$ cat src/rtl/fib_index_finder_if.sv
// Start/busy/done handshake bundle for fib_index_finder.
//   start  requester -> finder  request, sampled only while the finder is idle
//   value  requester -> finder  target V, captured on the accepting edge
//   busy   finder -> requester  high while the search iterates
//   done   finder -> requester  one-cycle completion pulse
//   n      finder -> requester  largest index with F(n) <= V, held until next accept
//   found  finder -> requester  1 iff F(n) == V, held with n
interface fib_index_finder_if #(
  parameter int unsigned N_WIDTH = 3,
  parameter int unsigned V_WIDTH = 5
);

  logic               start;
  logic [V_WIDTH-1:0] value;
  logic               busy;
  logic               done;
  logic [N_WIDTH-1:0] n;
  logic               found;

  modport master (
    output start,
    output value,
    input  busy,
    input  done,
    input  n,
    input  found
  );

  modport slave (
    input  start,
    input  value,
    output busy,
    output done,
    output n,
    output found
  );

endinterface

$ cat src/rtl/fib_index_finder.sv
// Inverse Fibonacci lookup: walks F(0)=1, F(1)=1, F(2)=2, ... and returns the largest
// index n (capped at 2**N_WIDTH-1) with F(n) <= V, plus found = (F(n) == V).
//   clk  rising-edge clock
//   rst  synchronous active-high reset; aborts any search in flight without a done pulse
//   bus  slave side of fib_index_finder_if (start/value in, busy/done/n/found out)
// Latency: start accepted at edge E, done pulses after edge E+n+1 (E+1 when V=0).
module fib_index_finder #(
  parameter int unsigned N_WIDTH = 3,
  parameter int unsigned V_WIDTH = 5
) (
  input  logic             clk,
  input  logic             rst,
  fib_index_finder_if.slave bus
);

  // One spare bit so the sequence step past F(N_MAX) never wraps.
  localparam int unsigned S_WIDTH = V_WIDTH + 1;
  localparam logic [N_WIDTH-1:0] N_MAX = '1;

  typedef enum logic [1:0] {
    StIdle,
    StCalc,
    StDone
  } state_e;

  state_e             state_q;
  logic [V_WIDTH-1:0] tgt_q;
  logic [S_WIDTH-1:0] cur_q;
  logic [S_WIDTH-1:0] nxt_q;
  logic [N_WIDTH-1:0] idx_q;
  logic [N_WIDTH-1:0] n_q;
  logic               found_q;
  logic               busy_q;
  logic               done_q;

  logic [S_WIDTH-1:0] tgt_ext;
  logic [S_WIDTH-1:0] sum;

  assign tgt_ext = {1'b0, tgt_q};
  assign sum     = cur_q + nxt_q;

  always_ff @(posedge clk) begin
    if (rst) begin
      state_q <= StIdle;
      tgt_q   <= '0;
      cur_q   <= '0;
      nxt_q   <= '0;
      idx_q   <= '0;
      n_q     <= '0;
      found_q <= 1'b0;
      busy_q  <= 1'b0;
      done_q  <= 1'b0;
    end else begin
      case (state_q)
        StIdle: begin
          done_q <= 1'b0;
          if (bus.start) begin
            tgt_q   <= bus.value;
            cur_q   <= S_WIDTH'(1);
            nxt_q   <= S_WIDTH'(1);
            idx_q   <= '0;
            busy_q  <= 1'b1;
            state_q <= StCalc;
          end
        end

        StCalc: begin
          if (tgt_q == '0) begin
            // No Fibonacci term is <= 0; report index 0, not found.
            n_q     <= '0;
            found_q <= 1'b0;
            busy_q  <= 1'b0;
            done_q  <= 1'b1;
            state_q <= StDone;
          end else if ((nxt_q > tgt_ext) || (idx_q == N_MAX)) begin
            // cur is the last term not exceeding the target (or the cap was hit).
            n_q     <= idx_q;
            found_q <= (cur_q == tgt_ext);
            busy_q  <= 1'b0;
            done_q  <= 1'b1;
            state_q <= StDone;
          end else begin
            cur_q <= nxt_q;
            nxt_q <= sum;
            idx_q <= idx_q + 1'b1;
          end
        end

        StDone: begin
          done_q  <= 1'b0;
          state_q <= StIdle;
        end

        default: begin
          busy_q  <= 1'b0;
          done_q  <= 1'b0;
          state_q <= StIdle;
        end
      endcase
    end
  end

  assign bus.busy  = busy_q;
  assign bus.done  = done_q;
  assign bus.n     = n_q;
  assign bus.found = found_q;

endmodule
$ cat src/flat_wrapper.sv
// flat-port wrapper written by rule: the top's interface ports become plain ports
module fib_index_finder_flat 
#(
  parameter int unsigned N_WIDTH = 3,
  parameter int unsigned V_WIDTH = 5
)
  (clk, rst, bus_start, bus_value, bus_busy, bus_done, bus_n, bus_found);
  fib_index_finder_if #(.N_WIDTH(N_WIDTH), .V_WIDTH(V_WIDTH)) bus_i ();
  input  logic clk;
  input  logic rst;
  input wire logic [$bits(bus_i.start)-1:0] bus_start;
  input wire logic [$bits(bus_i.value)-1:0] bus_value;
  output wire logic [$bits(bus_i.busy)-1:0] bus_busy;
  output wire logic [$bits(bus_i.done)-1:0] bus_done;
  output wire logic [$bits(bus_i.n)-1:0] bus_n;
  output wire logic [$bits(bus_i.found)-1:0] bus_found;
  assign bus_i.start = bus_start;
  assign bus_i.value = bus_value;
  assign bus_busy = bus_i.busy;
  assign bus_done = bus_i.done;
  assign bus_n = bus_i.n;
  assign bus_found = bus_i.found;
  fib_index_finder #(.N_WIDTH(N_WIDTH), .V_WIDTH(V_WIDTH)) u_core (.clk(clk), .rst(rst), .bus(bus_i));
endmodule
$ cat config.mk
export PLATFORM = sky130hd
export DESIGN_NAME = fib_index_finder_flat
export DESIGN_NICKNAME = d
export VERILOG_FILES = /design/src/rtl/fib_index_finder_if.sv /design/src/rtl/fib_index_finder.sv /design/src/flat_wrapper.sv
export SDC_FILE = /design/constraint.sdc
export NUM_CORES = 1
export LEC_CHECK = 0
export ABC_AREA = 1
export CORE_ASPECT_RATIO = 0.7
export CORE_MARGIN = 8
export CORE_UTILIZATION = 59
export DETAILED_ROUTE_END_ITERATION = 10
export PLACE_DENSITY = 0.83
export SLEW_MARGIN = 20
export SYNTH_ARGS = -nofsm -noshare
export SYNTH_HDL_FRONTEND = slang
export SYNTH_SLANG_ARGS = --single-unit
$ cat constraint.sdc
create_clock -name clk -period 2.3 [get_ports clk]
set_input_delay 0.575 -clock clk [delete_from_list [all_inputs] [get_ports clk]]
set_output_delay 0.575 -clock clk [all_outputs]
set_load 0.01 [all_outputs]
==> qor.yml, run 1 <==
setup_path:
  path_buf_inv: 2
  end_kind: "flop"
  arrival_ps: 2110
  worst_path_max_delay_cell: "dfxtp_1"
  critPathLaunch: "u_core.tgt_q[3]"
  cpPeakStageDelay_ps: 360
  worst-path-max-fanout: 14
  r2r_start: "u_core.tgt_q[3]"
  crit_family: "simple AND/OR/NAND/NOR gates"
  crit_path_start_kind: "flop"
  path_cells: "inv_2 > ha_1 > nand2_1 > nor2_2 > nand3_1 > nand2_2 > nand3_4 > nand2_4 > inv_1 > nand2_1 > nand2_1"
  worstSetupPathType: "reg -> reg"
  required_ps: 2470
  cp_common_cell: "nand2_1"
routing:
  drtPass1Iterations: 4
  ant_nets: 0
  via_count: 1423
  routedWlPerCell_um: 13.8
  wirelength_um: 3650
  first_iter_violations: 100
  vias_per_cell: 5.39
  drc_errors: 0
logic_synthesis:
  synth_edf_count: 0
  syn-mean-instance-area_um2: 7.69
  yosysSeqAreaShare: 0.337
  synthCells: 216
  synth_seq_cells: 28
  yosys.area.top_type: "dfxtp_1"
  yosys-top-cells-area: "dfxtp_1, nand2_1, ha_1"
  synth_flop_cell: "dfxtp_1"
  synth_commonest_cells: "nand2_1, dfxtp_1, inv_1"
  yosys_warnings: 0
  syn_area_um2: 1660
  yosys.area.top_type_share: 0.337
  ys_types: 35
  syn_nets: 237
  yosysMostFrequentCell: "nand2_1"
  synthArstFlopShare: 0
clock_network:
  tritoncts: "built"
  clk_pin_slew_ps: 90
  numCtsBuffers: 3
  clk_path_buf_depth: 2
  cts_resized: 0
  clock_latency_ps: 270
  cts_root_buffer: "clkbuf_8"
  h-tree-depth: 1
  holdBufCountCts: 0
  cts_sinks: 28
  cts_setup_buffers: 0
timing:
  rsz0062_at_grt: "no"
  worstMarginPinSlew_ps: 372
  drv_slew: 0
  fmax_mhz: 517
  setup_ws_ps: 366
  slew_headroom: 0.751
  period_needed_ps: 1930
  finalClockSkew_ps: 5.33
  setup_viol: 0
  final-hold-violation-count: 0
  hold_slack_ps: 460
  finalSetupTns_ps: 0
  timing.final.crit_share: 0.841
global_routing:
  grtUsageTotal: 0.165
  antenna_found_initial: 0
  grt_pass1_wl_um: 6240
  grt_pass1_vias: 1284
  grt_max_degree: 26
  grt-ovfl-total: 0
floorplanning:
  initial_core_util: 0.606
  dieHeight_um: 60.4
  core_um2: 2740
  fp.dieW_um: 79.4
  num_io_pins: 14
  die_area_um2: 4800
  std_cell_rows: 16
pwr:
  p_sw_frac: 0.331
  power.density_nw_per_um2: 602
  p_int_mw: 0.745
  pwr-share-clk: 0.234
  p_comb_frac: 0.283
  p_leak_nw: 0.845
  power_switching_mw: 0.369
  p_seq_frac: 0.483
  ir_drop_uv: 444
worst_hold_path:
  hp-class: "reg -> reg"
  min_from: "u_core.bus.n[2]"
final_layout:
  drive_gt1_frac: 0.154
  nFillCells: 225
  regArea_um2: 561
  multi_input_area_um2: 945
  final_nets: 251
  instances_no_fill: 264
  diodes: 0
  post-route-util: 0.675
  syn2layout_area_growth_pct: 11.4
placed_design:
  dp.cells: 261
  post-place-ws_ps: 381
  finalWeightedCongestion: 0.849
  post-dp-hpwl_um: 2860
  portBuffers: 13
outcome:
  status: "completed"
job:
  maxCapViolations: 0
-- per-stage QoR --
step	instance area [um2]	power (mW)
2_1_floorplan	1660	0.787
3_3_place_gp	1810	0.853
3_5_place_dp	1810	0.864
4_1_cts	1850	1.12
5_1_grt	1850	1.18
6_report	1850	1.11
-- per-layer routing --
metal / vias up / GRT usage / share of wire
met5: - / 0 / 0
met4: 0 / 0.0604 / 0.017
met3: 6 / 0.0414 / 0.075
met2: 51 / 0.231 / 0.41
met1: 620 / 0.236 / 0.50
li1: 746 / - / -
-- sequential cells by signal, summed over array words and instances, names as in the netlist --
register and count:
u_core.bus.busy 1, u_core.idx_q 3, u_core.bus.found 1, u_core.cur_q 6, u_core.nxt_q 6, u_core.bus.done 1
u_core.state_q 2, u_core.bus.n 3, u_core.tgt_q 5
-- power by group through the flow --
stage,clock (mW),sequential (mW),combinational [mW]
CTS,0.268,0.538,0.317
global route,0.283,0.542,0.352
floorplan,0,0.548,0.239
finish,0.261,0.538,0.315
detailed placement,0,0.549,0.314
global placement,0,0.547,0.306
-- path summary, 6_finish.rpt --
| kind | end | cells past startpoint | slack, ps |
|---|---|---|---|
| worst max-delay path | u_core.idx_q[1] | 11 | 370 |
| worst min-delay path | u_core.bus.n[2] | 2 | 460 |
| worst max register to register | u_core.idx_q[1] | 11 | 370 |
| worst min register to register | u_core.bus.n[2] | 2 | 460 |
-- final cells by class --
| cell class | count | area share |
|---|---|---|
| Multi-Input combinational cell | 154 | 0.510 |
| Sequential cell | 28 | 0.303 |
| Timing Repair Buffer | 17 | 0.0865 |
| Inverter | 26 | 0.0541 |
| Tap cell | 36 | 0.0243 |
| Clock buffer | 3 | 0.0223 |
-- worst register-to-register path: stages (launching register included) --
cell and delay (ps):
dfxtp_1 360, inv_2 60, ha_1 300, nand2_1 70, nor2_2 120, nand3_1 130
nand2_2 140, nand3_4 180, nand2_4 260, inv_1 100, nand2_1 70, nand2_1 50
-- cell families after synthesis --
kind of cell               Yosys count  share of synthesized area
adders and majority gates           13                      0.102
xor gates and xnor gates             3                     0.0158
buffers and inverters               34                     0.0941
and+or+nand+nor                    114                      0.371
DFF                                 28                      0.337
AOI/OAI and AO/OA                   24                     0.0791
-- placed cells by master (no fill, tap or decap), types with 2 or more instances in the layout --
cell type	synthesis	final
clkdlybuf4s50_1	0	13
buf_4	2	4
dfxtp_1	28	28
inv_2	4	4
nand4_1	12	12
nor2_1	19	19
xor2_1	2	2
nand3_1	11	11
nand2_1	45	45
o21ai_0	8	8
nor3_1	2	2
nor2_2	3	3
ha_1	12	12
inv_1	21	21
nand3_2	10	10
a21oi_1	12	12
clkbuf_8	0	3
nand2_2	3	3
Power figures use the tool's default switching activity.
==> inputs of run 2 (changes only) <==
Settings changed: CORE_UTILIZATION 59 to 57, PLACE_DENSITY 0.83 to 0.81.
Clock period 2.3 ns to 1.9 ns, I/O delays scaled along.
==> qor.yml, run 2 (synthesis results as in run 1) <==
outcome:
  status: "completed"
pwr:
  ir_drop_uv: 458
  p_leak_nw: 0.884
  power.density_nw_per_um2: 735
final_layout:
  final_nets: 257
  reg_top3: "u_core.cur_q: 6 flops, u_core.nxt_q: 6 flops, u_core.tgt_q: 5 flops"
  layout_commonest_cell: "nand2_1"
  diodes: 0
  drive_gt1_frac: 0.184
  nFillCells: 242
  post-route-util: 0.690
  instances_no_fill: 270
  regArea_um2: 562
  final_cell_mix: "nand2_1, dfxtp_1, inv_1"
  syn2layout_area_growth_pct: 15.6
  multi_input_area_um2: 955
timing:
  fmax_mhz: 557
  finalSetupTns_ps: 0
  period_needed_ps: 1790
  setup_viol: 0
  finalClockSkew_ps: 3.53
  rsz0062_at_grt: "no"
  drv_slew: 0
  setup_ws_ps: 106
  hold_slack_ps: 463
  final-hold-violation-count: 0
  slew_headroom: 0.733
  worstMarginPinSlew_ps: 400
  timing.final.crit_share: 0.944
floorplanning:
  initial_core_util: 0.597
  std_cell_rows: 16
  fp.dieW_um: 80.5
  dieHeight_um: 61.2
  core_um2: 2780
  num_io_pins: 14
  die_area_um2: 4930
setup_path:
  critPathLaunch: "u_core.tgt_q[1]"
  r2r-end: "u_core.idx_q[0]"
  crit_path_start_kind: "flop"
  required_ps: 2120
  end_kind: "flop"
  worstSetupPathType: "reg -> reg"
  arrival_ps: 2010
  r2r_setup_slack_ps: 110
  r2r_start: "u_core.tgt_q[1]"
  ff2ff_path_depth: 12
  worst-path-max-fanout: 10
routing:
  first_iter_violations: 123
  drc_errors: 0
  vias_per_cell: 5.44
  drtPass1Iterations: 4
  via_count: 1470
  ant_nets: 0
  routedWlPerCell_um: 14.5
  wirelength_um: 3910
clock_network:
  cts_sinks: 28
  numCtsBuffers: 3
  cts_root_buffer: "clkbuf_8"
  clk_path_buf_depth: 2
  clock_latency_ps: 270
  tritoncts: "built"
  h-tree-depth: 1
  clk_pin_slew_ps: 90
global_routing:
  grt-ovfl-total: 0
  grt_pass1_wl_um: 6440
  grt_max_degree: 26
  grt_pass1_vias: 1337
  grtUsageTotal: 0.170
  antenna_found_initial: 0
job:
  maxCapViolations: 0
placed_design:
  post-dp-hpwl_um: 2850
  finalWeightedCongestion: 0.876
  post-place-ws_ps: 20.3
  portBuffers: 13
  dp.cells: 265
worst_hold_path:
  hold_end: "u_core.bus.n[2]"
  min_from: "u_core.bus.n[2]"
  min_path_cells: 2
  hp-class: "reg -> reg"
[run 2: cell types whose count changed in the layout (fill, tap and decap cells not counted), sizes merged]
cell / delta
buf: +6
[run 2: layer usage]
metal	vias to the layer above	track usage	wire, um
met5	-	0	0
met4	0	0.0490	50
met3	4	0.0437	266
met2	43	0.249	1760
met1	677	0.238	1830
li1	746	-	-
[run 2: critical path: stages, from the launching register on]
cell     delay (ps)
dfxtp_1         340
inv_1            90
ha_1            330
nand2_1          80
nand2_1          50
nand2_1         100
nand3_2         120
nand2_4         110
nand3_4          90
nand2_4         130
buf_12          150
nand3_2          70
nand2_1          80
[run 2: layout make-up]
type,instances,area share
multi-input cells,154,0.497
flip-flops and latches,28,0.293
repair buffers,23,0.113
inverters,26,0.0521
well taps,36,0.0235
clock buffers,3,0.0215
[run 2: worst max-delay path by stage]
stage,end,slack [ps],cells after the start
3_3_place_gp,u_core.nxt_q[2],70,11
6_report,u_core.idx_q[0],110,12
4_1_cts,u_core.idx_q[0],90,11
2_1_floorplan,u_core.nxt_q[2],360,10
3_5_place_dp,u_core.idx_q[0],20,11
5_1_grt,u_core.idx_q[0],5,12
[run 2: where the power goes]
| group | total (mW) | leakage, nW | switching [mW] | internal (mW) |
|---|---|---|---|---|
| combinational | 0.437 | 0.634 | 0.273 | 0.163 |
| sequential | 0.652 | 0.229 | 0.0273 | 0.625 |
| clock | 0.323 | 0.0216 | 0.181 | 0.143 |
| total | 1.41 | 0.884 | 0.481 | 0.931 |
[run 2: what timing repair did]
action | in CTS | in global routing
setup endpoints to repair | 5 | 7
resized for setup | 0 | 3
hold buffers | 0 | 0
setup buffers | 2 | 0
[run 2: per-stage QoR]
stage                     total power, mW  instance area, um2
after floorplan                     0.953                1660
after global placement               1.06                1850
after detailed placement             1.07                1850
after CTS                            1.40                1910
after global routing                 1.48                1920
final                                1.41                1920
==> inputs of run 3 (changes only) <==
Settings changed: CTS_BUF_LIST set to sky130_fd_sc_hd__clkbuf_4 sky130_fd_sc_hd__clkbuf_8 sky130_fd_sc_hd__clkbuf_16.
==> results of run 3 <==
No change in the layout: final DEF, timing and power equal those of run 2.
